==> config.mk <==
export PLATFORM = sky130hd
export DESIGN_NAME = pcpu_mem_arbiter
export DESIGN_NICKNAME = d
export VERILOG_FILES = /design/src/rtl/pcpu_mem_arbiter.sv
export SDC_FILE = /design/constraint.sdc
export NUM_CORES = 1
export LEC_CHECK = 0
export ABC_AREA = 1
export CORE_AREA = 2 2 107 109
export CTS_BUF_LIST = sky130_fd_sc_hd__clkbuf_2
export CTS_CLUSTER_DIAMETER = 30
export DETAILED_ROUTE_END_ITERATION = 10
export DIE_AREA = 0 0 109 111
export GPL_TIMING_DRIVEN = 0
export HOLD_SLACK_MARGIN = 0.05
export PLACE_DENSITY = 0.65
export SLEW_MARGIN = 25
export SYNTH_ARGS = -nofsm -noshare
export SYNTH_HDL_FRONTEND = slang
export SYNTH_SLANG_ARGS = --single-unit
==> constraint.sdc <==
create_clock -name clk -period 4.6 [get_ports clk]
set_input_delay 0.92 -clock clk [delete_from_list [all_inputs] [get_ports clk]]
set_output_delay 0.92 -clock clk [all_outputs]
set_load 0.01 [all_outputs]
==> src/rtl/pcpu_mem_arbiter.sv <==
// Shares one single-port synchronous memory between the pcpu IF and MA requesters.
// Optional simulation trace: define PCPU_ARB_TRACE_EN to log grants and completions.
module pcpu_mem_arbiter #(
    parameter int unsigned MEM_LAT    = 2,
    parameter int unsigned STARVE_MAX = 4
) (
    input  logic        clk,
    input  logic        rstn,
    input  logic        if_req,
    input  logic [31:0] if_addr,
    input  logic        if_flush,
    output logic        if_done,
    output logic [31:0] if_rdata,
    input  logic        ma_req,
    input  logic        ma_we,
    input  logic [31:0] ma_addr,
    input  logic [31:0] ma_wdata,
    input  logic [3:0]  ma_wstrb,
    output logic        ma_done,
    output logic [31:0] ma_rdata,
    output logic        mem_en,
    output logic        mem_we,
    output logic [31:0] mem_addr,
    output logic [31:0] mem_wdata,
    output logic [3:0]  mem_wstrb,
    input  logic [31:0] mem_rdata,
    output logic        stall_if,
    output logic        stall_ma
);

    typedef enum logic [0:0] {
        IDLE = 1'b0,
        WAIT = 1'b1
    } state_t;

    localparam logic [3:0] LAT_C    = 4'(MEM_LAT);
    localparam logic [3:0] STARVE_C = 4'(STARVE_MAX);

    state_t     state_r;
    state_t     state_nxt_s;
    logic [3:0] cnt_r;
    logic [3:0] starve_r;
    logic       owner_ma_r;
    logic       write_r;
    logic       kill_r;
    logic       if_elig_s;
    logic       grant_if_s;
    logic       grant_ma_s;
    logic       done_s;

    // Arbitration and next-state decode
    always_comb begin
        state_nxt_s = state_r;
        grant_if_s  = 1'b0;
        grant_ma_s  = 1'b0;
        done_s      = 1'b0;
        if_elig_s   = if_req & ~if_flush;
        case (state_r)
            IDLE: begin
                // The starve override lets a long MA burst yield to IF exactly once
                if (!rstn) begin
                    state_nxt_s = IDLE;
                end else if ((starve_r == STARVE_C) && if_elig_s) begin
                    grant_if_s  = 1'b1;
                    state_nxt_s = WAIT;
                end else if (ma_req) begin
                    grant_ma_s  = 1'b1;
                    state_nxt_s = WAIT;
                end else if (if_elig_s) begin
                    grant_if_s  = 1'b1;
                    state_nxt_s = WAIT;
                end else begin
                    state_nxt_s = IDLE;
                end
            end
            WAIT: begin
                if (cnt_r == 4'd1) begin
                    done_s      = rstn;
                    state_nxt_s = IDLE;
                end else begin
                    state_nxt_s = WAIT;
                end
            end
            default: begin
                state_nxt_s = IDLE;
            end
        endcase
    end

    // Memory command and requester response outputs
    always_comb begin
        mem_en    = grant_if_s | grant_ma_s;
        mem_we    = grant_ma_s & ma_we;
        mem_addr  = 32'd0;
        mem_wdata = 32'd0;
        mem_wstrb = 4'd0;
        if (grant_ma_s) begin
            mem_addr = ma_addr;
            if (ma_we) begin
                mem_wdata = ma_wdata;
                mem_wstrb = ma_wstrb;
            end else begin
                mem_wdata = 32'd0;
                mem_wstrb = 4'd0;
            end
        end else if (grant_if_s) begin
            mem_addr = if_addr;
        end else begin
            mem_addr = 32'd0;
        end
        // A flush landing on the done cycle itself still suppresses the fetch
        if_done  = done_s & ~owner_ma_r & ~kill_r & ~if_flush;
        ma_done  = done_s & owner_ma_r;
        if_rdata = if_done ? mem_rdata : 32'd0;
        ma_rdata = (ma_done & ~write_r) ? mem_rdata : 32'd0;
        stall_if = if_req & ~if_done & ~if_flush;
        stall_ma = ma_req & ~ma_done;
    end

    // State, latency, starvation and kill registers
    always_ff @(posedge clk or negedge rstn) begin
        if (!rstn) begin
            state_r    <= IDLE;
            cnt_r      <= 4'd0;
            starve_r   <= 4'd0;
            owner_ma_r <= 1'b0;
            write_r    <= 1'b0;
            kill_r     <= 1'b0;
        end else begin
            state_r <= state_nxt_s;
            if (grant_if_s || grant_ma_s) begin
                cnt_r      <= LAT_C;
                owner_ma_r <= grant_ma_s;
                write_r    <= grant_ma_s & ma_we;
                kill_r     <= 1'b0;
            end else if (state_r == WAIT) begin
                cnt_r <= cnt_r - 4'd1;
                if (done_s) begin
                    kill_r <= 1'b0;
                end else if (!owner_ma_r && if_flush) begin
                    kill_r <= 1'b1;
                end else begin
                    kill_r <= kill_r;
                end
            end else begin
                cnt_r <= cnt_r;
            end
            if (grant_if_s) begin
                starve_r <= 4'd0;
            end else if (grant_ma_s) begin
                if (!if_elig_s) begin
                    starve_r <= 4'd0;
                end else if (starve_r < STARVE_C) begin
                    starve_r <= starve_r + 4'd1;
                end else begin
                    starve_r <= starve_r;
                end
            end else begin
                starve_r <= starve_r;
            end
        end
    end

`ifdef PCPU_ARB_TRACE_EN
    // Simulation trace of grants and completions
    always_ff @(posedge clk) begin
        if (grant_if_s) begin
            pcpu::log_msg("ARB", $sformatf("GNT IF %08h R", if_addr));
        end else if (grant_ma_s) begin
            pcpu::log_msg("ARB", $sformatf("GNT MA %08h %s", ma_addr, ma_we ? "W" : "R"));
        end
        if (if_done) begin
            pcpu::log_data("ARB", "rdata", if_rdata);
        end else if (ma_done) begin
            pcpu::log_data("ARB", "rdata", ma_rdata);
        end else if (done_s && !owner_ma_r) begin
            pcpu::log_msg("ARB", "KILL IF");
        end
    end
`endif

endmodule

==> results of run 1 <==
worst max-delay path: cells and delay by family:
| family | cells | cell delay, ps |
|---|---|---|
| buf+inv | 4 | 1770 |
| simple gates | 4 | 520 |
| compound gates | 1 | 50 |
cell usage in the layout (no fill, tap or decap), types with 2 or more instances in the layout:
cell type	synthesis	routed
a21oi_1	6	6
buf_2	4	4
buf_4	2	2
buf_6	12	12
clkbuf_1	3	3
clkbuf_2	0	3
clkdlybuf4s50_1	0	274
dfrtp_1	12	12
ha_1	4	4
inv_1	81	81
inv_2	3	3
inv_4	2	2
nand2_1	87	87
nand2_2	3	3
nand3_1	8	8
nand3_2	2	2
nor2_1	85	85
nor2_2	22	22
nor2_4	4	4
o21ai_0	6	6
o21ai_1	2	2
o21ai_2	29	29
power groups by stage:
stage	Clock, W	Sequential (W)	Combinational (W)
2_1_floorplan	0	0.000170	0.000243
3_3_place_gp	0	0.000174	0.000469
3_5_place_dp	0	0.000177	0.000480
4_1_cts	0.0000559	0.000175	0.000482
5_1_grt	0.0000630	0.000178	0.000526
6_report	0.0000552	0.000174	0.000475
Yosys cell counts:
cell,number,area (sq um)
buf_4,2,15.0
o21ai_0,6,30.0
nand4_1,1,6.26
nor2_4,4,45.0
a31oi_1,1,6.26
nand4_2,1,12.5
o21ai_1,2,10.0
inv_4,2,12.5
nand3_4,1,17.5
inv_1,81,304
nor3_1,1,5.00
clkbuf_1,3,11.3
a21oi_1,6,30.0
inv_2,3,11.3
xor2_1,1,8.76
nor2_2,22,138
ha_1,4,50.1
dfrtp_1,12,300
nand2_4,1,11.3
nand3_2,2,20.0
nand2_1,87,327
nand3_1,8,40.0
buf_6,12,135
nand2_2,3,18.8
o21ai_2,29,254
buf_2,4,20.0
nor2_1,85,319
metrics by stage:
step	util	cells	worst slack (ps)	area [sq um]	hold WS, ps
after global placement	0.459	801	367	5080	486
after CTS	0.460	805	350	5100	532
after floorplan	-	384	2000	2160	467
after global routing	0.460	805	156	5100	573
final	0.460	805	416	5100	533
after detailed placement	0.459	801	351	5080	502
worst paths after layout:
kind / start / end / slack (ps)
worst max-delay path: rstn / mem_addr[25] / 420
worst min-delay path: starve_r[0]$_DFFE_PN0P_ / starve_r[0]$_DFFE_PN0P_ / 530
worst max register to register: starve_r[0]$_DFFE_PN0P_ / owner_ma_r$_DFFE_PN0P_ / 3070
worst min register to register: starve_r[0]$_DFFE_PN0P_ / starve_r[0]$_DFFE_PN0P_ / 530
max in group asynchronous: rstn / kill_r$_DFFE_PN0P_ / 3130
min in group asynchronous: rstn / starve_r[3]$_DFFE_PN0P_ / 1040
metal layers:
metal	wire length (microns)	vias up	global-route usage
met5	0	-	0
met2	5440	176	0.320
met3	1130	12	0.0406
met4	170	0	0.0350
li1	-	1673	-
met1	3600	1427	0.160
final cells by class:
type	instances	share of cell area
Clock buffer	3	0.00294
Buffer	21	0.0356
Sequential cell	12	0.0589
Multi-Input combinational cell	265	0.265
Timing Repair Buffer	274	0.538
Clock inverter	1	0.000736
Tap cell	143	0.0351
Inverter	86	0.0643
state kept, by name (all words and copies together) (netlist names):
register / flops
cnt_r: 4
kill_r: 1
owner_ma_r: 1
starve_r: 4
state_r: 1
write_r: 1
cells by family after synthesis:
family,Yosys count,synth area share
AOI/OAI and AO/OA,44,0.153
DFF,12,0.139
buffers and inverters,107,0.236
xor gates and xnor gates,1,0.00406
and+or+nand+nor,216,0.445
adders and majority gates,4,0.0232
==> impl_metrics.toml, run 1 <==
[outcome]
status = "completed"

[power]
power_w = 0.000704
cellPowerDensity_nw_per_um2 = 138
internal-power_w = 0.000419
p_seq_frac = 0.247
power.switching_fraction = 0.406
p_clk_frac = 0.078
p_comb_frac = 0.675
leakagePower_nw = 2.26
vdd_drop_max_mv = 0.0991
p_switching_w = 0.000286

[critical_path]
critPathKind = "input pin to primary output"
crit_chain = "clkdlybuf4s50_1 > nand2_2 > nor2_2 > nand2_2 > inv_4 > buf_6 > nand2_1 > o21ai_2 > clkdlybuf4s50_1"
cp-start-kind = "input pin"
cp_data_required_time_ps = 3680
end_kind = "primary output"
critPathMaxFanout = 15
cp.arrival_ps = 3260
cp_slowest_cell = "clkdlybuf4s50_1"
max_stage_delay_ps = 900
rr_worst_depth = 6

[clock_tree]
clock-root-buffer = "clkbuf_2"
clk_latency_ps = 270
numCtsBuffers = 3
cts.sinks = 12
cts_setup_buffers = 0
clkTransAtPathRegs_ps = 130
clock_path_buffers = 2
cts_tree = "built"
postCtsHoldBufs = 0
cts-resized-gates = 0
htree_levels = 1

[hold_path]
hold_class = "flop to flop"
hold_depth = 2

[global_routing]
grtUsageTotal = 0.160
grt_pass1_vias = 3321
grt_max_degree = 16
grt_antenna_before_repair = 0
grt_pass1_wl_mm = 15.6
gr-total-overflow = 0

[floorplanning]
io_pins = 276
dieArea_sq_um = 12100
num_rows = 39
die_h_microns = 111
die_width_microns = 109
coreArea_sq_um = 11100
start_util = 0.195

[sta]
fin_tns_setup_ps = 0
max_freq_ghz = 0.239
worstMarginPinSlew_ps = 664
skew_ps = 10.7
finalSetupViolCount = 0
rsz0062_at_grt = "false"
final.period_utilization = 0.910
hold_violations = 0
min_period_ps = 4180
relSlewSlack = 0.556
slew_violations = 0

[final_layout]
area_growth_pct = 136
drive_gt1_frac = 0.134
n_antenna_cell = 0
multi_input_area_sq_um = 1350
nFillCells = 1187
regArea_sq_um = 300
nets = 805

[logic_synthesis]
synthCells = 384
yosysWarningCount = 0
ys_types = 27
ys_ff_latch = 12
syn_nets = 526
avgSynthCellArea_sq_um = 5.62
synthesis.area_sq_um = 2160
ys_seq_area_frac = 0.139

[route]
drt_pre_antenna_iters = 4
viasPerCell = 4.08
first_iter_violations = 107
drc = 0
wire_per_inst_microns = 12.8
num_vias = 3288
drtAntennaViolNets = 0
routed_wl_mm = 10.3

[placement]
portBuffers = 274
dpl.hpwl_mm = 9.12
gp_congestion = 0.854

[run]
drv_cap = 0
Note: power is estimated with default switching activity, not from simulation.
==> run 2: changes to the inputs <==
--- a/config.mk
+++ b/config.mk
@@ -6,14 +6,12 @@
 export NUM_CORES = 1
 export LEC_CHECK = 0
 export ABC_AREA = 1
-export CORE_AREA = 2 2 107 109
-export CTS_BUF_LIST = sky130_fd_sc_hd__clkbuf_2
+export CORE_AREA = 2 2 108 110
 export CTS_CLUSTER_DIAMETER = 30
 export DETAILED_ROUTE_END_ITERATION = 10
-export DIE_AREA = 0 0 109 111
+export DIE_AREA = 0 0 110 112
 export GPL_TIMING_DRIVEN = 0
 export HOLD_SLACK_MARGIN = 0.05
-export PLACE_DENSITY = 0.65
 export SLEW_MARGIN = 25
 export SYNTH_ARGS = -nofsm -noshare
 export SYNTH_HDL_FRONTEND = slang
==> impl_metrics.toml, run 2 (synthesis gave the netlist of run 1 again) <==
[outcome]
status = "completed"

[clock_tree]
cts-resized-gates = 0
clock_path_buffers = 2
clkTransAtPathRegs_ps = 40
numCtsBuffers = 3
cts_tree = "built"
postCtsHoldBufs = 0
clock-root-buffer = "clkbuf_16"
cts_setup_buffers = 0
htree_levels = 1
cts.sinks = 12
clk_latency_ps = 240

[floorplanning]
coreArea_sq_um = 11200
start_util = 0.193
dieArea_sq_um = 12300
die_width_microns = 110
die_h_microns = 112
io_pins = 276
num_rows = 39

[power]
cellPowerDensity_nw_per_um2 = 160
p_seq_frac = 0.210
p_comb_frac = 0.577
p_clk_frac = 0.213
p_switching_w = 0.000296
leakagePower_nw = 2.29
power.switching_fraction = 0.357
internal-power_w = 0.000532
power_w = 0.000828
vdd_drop_max_mv = 0.121

[sta]
relSlewSlack = 0.531
hold_slack_ps = 506
slew_violations = 0
rsz0062_at_grt = "false"
hold_violations = 0
min_period_ps = 4250
worstMarginPinSlew_ps = 702
skew_ps = 1.04
final.period_utilization = 0.923
fin_tns_setup_ps = 0
finalSetupViolCount = 0
max_freq_ghz = 0.236

[route]
drt_pre_antenna_iters = 4
viasPerCell = 4.08
drc = 0
num_vias = 3287
routed_wl_mm = 10.4
wire_per_inst_microns = 12.9
drtAntennaViolNets = 0
first_iter_violations = 99

[final_layout]
regArea_sq_um = 300
multi_input_area_sq_um = 1350
n_antenna_cell = 0
final_cell_mix = "clkdlybuf4s50_1, nand2_1, nor2_1"
drive_gt1_frac = 0.136
reg.largest.list = "cnt_r (4), starve_r (4)"
final_common_cell = "clkdlybuf4s50_1"
nets = 805
nFillCells = 1161
area_growth_pct = 139
fin_util = 0.463

[global_routing]
grtUsageTotal = 0.158
grt_use_met2 = 0.315
gr-total-overflow = 0
grt_pass1_vias = 3274
grt_pass1_wl_mm = 15.6
grt_antenna_before_repair = 0
grt_use_met1 = 0.162
grt_max_degree = 16
use_met3 = 0.0433
busiest_layer = "met2"

[run]
drv_cap = 0

[critical_path]
max_stage_delay_ps = 920
path_buf_inv = 4
critical_path.top_delay_family = "buffers and inverters"
end_kind = "primary output"
critPathMaxFanout = 15
cp.arrival_ps = 3330
cp_slowest_cell = "clkdlybuf4s50_1"
cp-start-kind = "input pin"
critPathKind = "input pin to primary output"
crit_chain = "clkdlybuf4s50_1 > nand2_2 > nor2_2 > nand2_2 > inv_4 > buf_6 > nand2_1 > o21ai_2 > clkdlybuf4s50_1"
cp_data_required_time_ps = 3680

[placement]
gp_congestion = 0.826
portBuffers = 274
dpl.hpwl_mm = 9.18

[hold_path]
hold_class = "flop to flop"
==> run 2: changes by cell type in the layout (fill, tap and decap cells not counted), sizes merged <==
| cell | previous run | this run |
|---|---|---|
| clkinv | 1 | 0 |
| clkbuf | 6 | 7 |
==> run 2: tightest hold or removal path, cell delays in order (launching register included) <==
cell and delay, ps:
dfrtp_1 360, nand2_1 60, nand2_1 50
==> run 2: worst paths after layout <==
kind,startpoint,endpoint,slack [ps],cells after the start
min in group asynchronous,rstn,state_r$_DFF_PN0_,1110,1
max reg2reg,starve_r[0]$_DFFE_PN0P_,owner_ma_r$_DFFE_PN0P_,3050,6
min reg2reg,starve_r[1]$_DFFE_PN0P_,starve_r[1]$_DFFE_PN0P_,510,2
min,starve_r[1]$_DFFE_PN0P_,starve_r[1]$_DFFE_PN0P_,510,2
max in group asynchronous,rstn,starve_r[2]$_DFFE_PN0P_,3050,1
max,rstn,mem_addr[26],350,9
==> run 2: final cells by class <==
cell class / count / share of cell area
Timing Repair Buffer: 274 / 0.531
Inverter: 86 / 0.0634
Tap cell: 143 / 0.0346
Sequential cell: 12 / 0.0581
Multi-Input combinational cell: 265 / 0.261
Buffer: 21 / 0.0351
Clock buffer: 4 / 0.0172
==> run 2: power by group through the flow <==
stage	Combinational, W	Clock [W]	Sequential [W]
2_1_floorplan	0.000243	0	0.000170
3_3_place_gp	0.000469	0	0.000173
3_5_place_dp	0.000480	0	0.000175
4_1_cts	0.000483	0.000181	0.000174
5_1_grt	0.000530	0.000192	0.000180
6_report	0.000477	0.000177	0.000174
==> run 2: through the flow <==
step                      area, sq um  instances  setup slack [ps]
after floorplan                  2160        384              2000
after global placement           5080        801               366
after detailed placement         5080        801               285
after CTS                        5170        805               278
after global routing             5170        805               174
final                            5170        805               355
==> run 2: layer usage <==
| layer | share of wire | up-vias |
|---|---|---|
| li1 | - | 1674 |
| met1 | 0.35 | 1417 |
| met2 | 0.53 | 190 |
| met3 | 0.11 | 6 |
| met4 | 0.0079 | 0 |
| met5 | 0 | - |
==> run 3: changes to the inputs <==
--- a/config.mk
+++ b/config.mk
@@ -7,7 +7,6 @@
 export LEC_CHECK = 0
 export ABC_AREA = 1
 export CORE_AREA = 2 2 108 110
-export CTS_CLUSTER_DIAMETER = 30
 export DETAILED_ROUTE_END_ITERATION = 10
 export DIE_AREA = 0 0 110 112
 export GPL_TIMING_DRIVEN = 0
==> results of run 3 <==
Same layout as run 2: the final DEF is identical, and so are final timing and power.
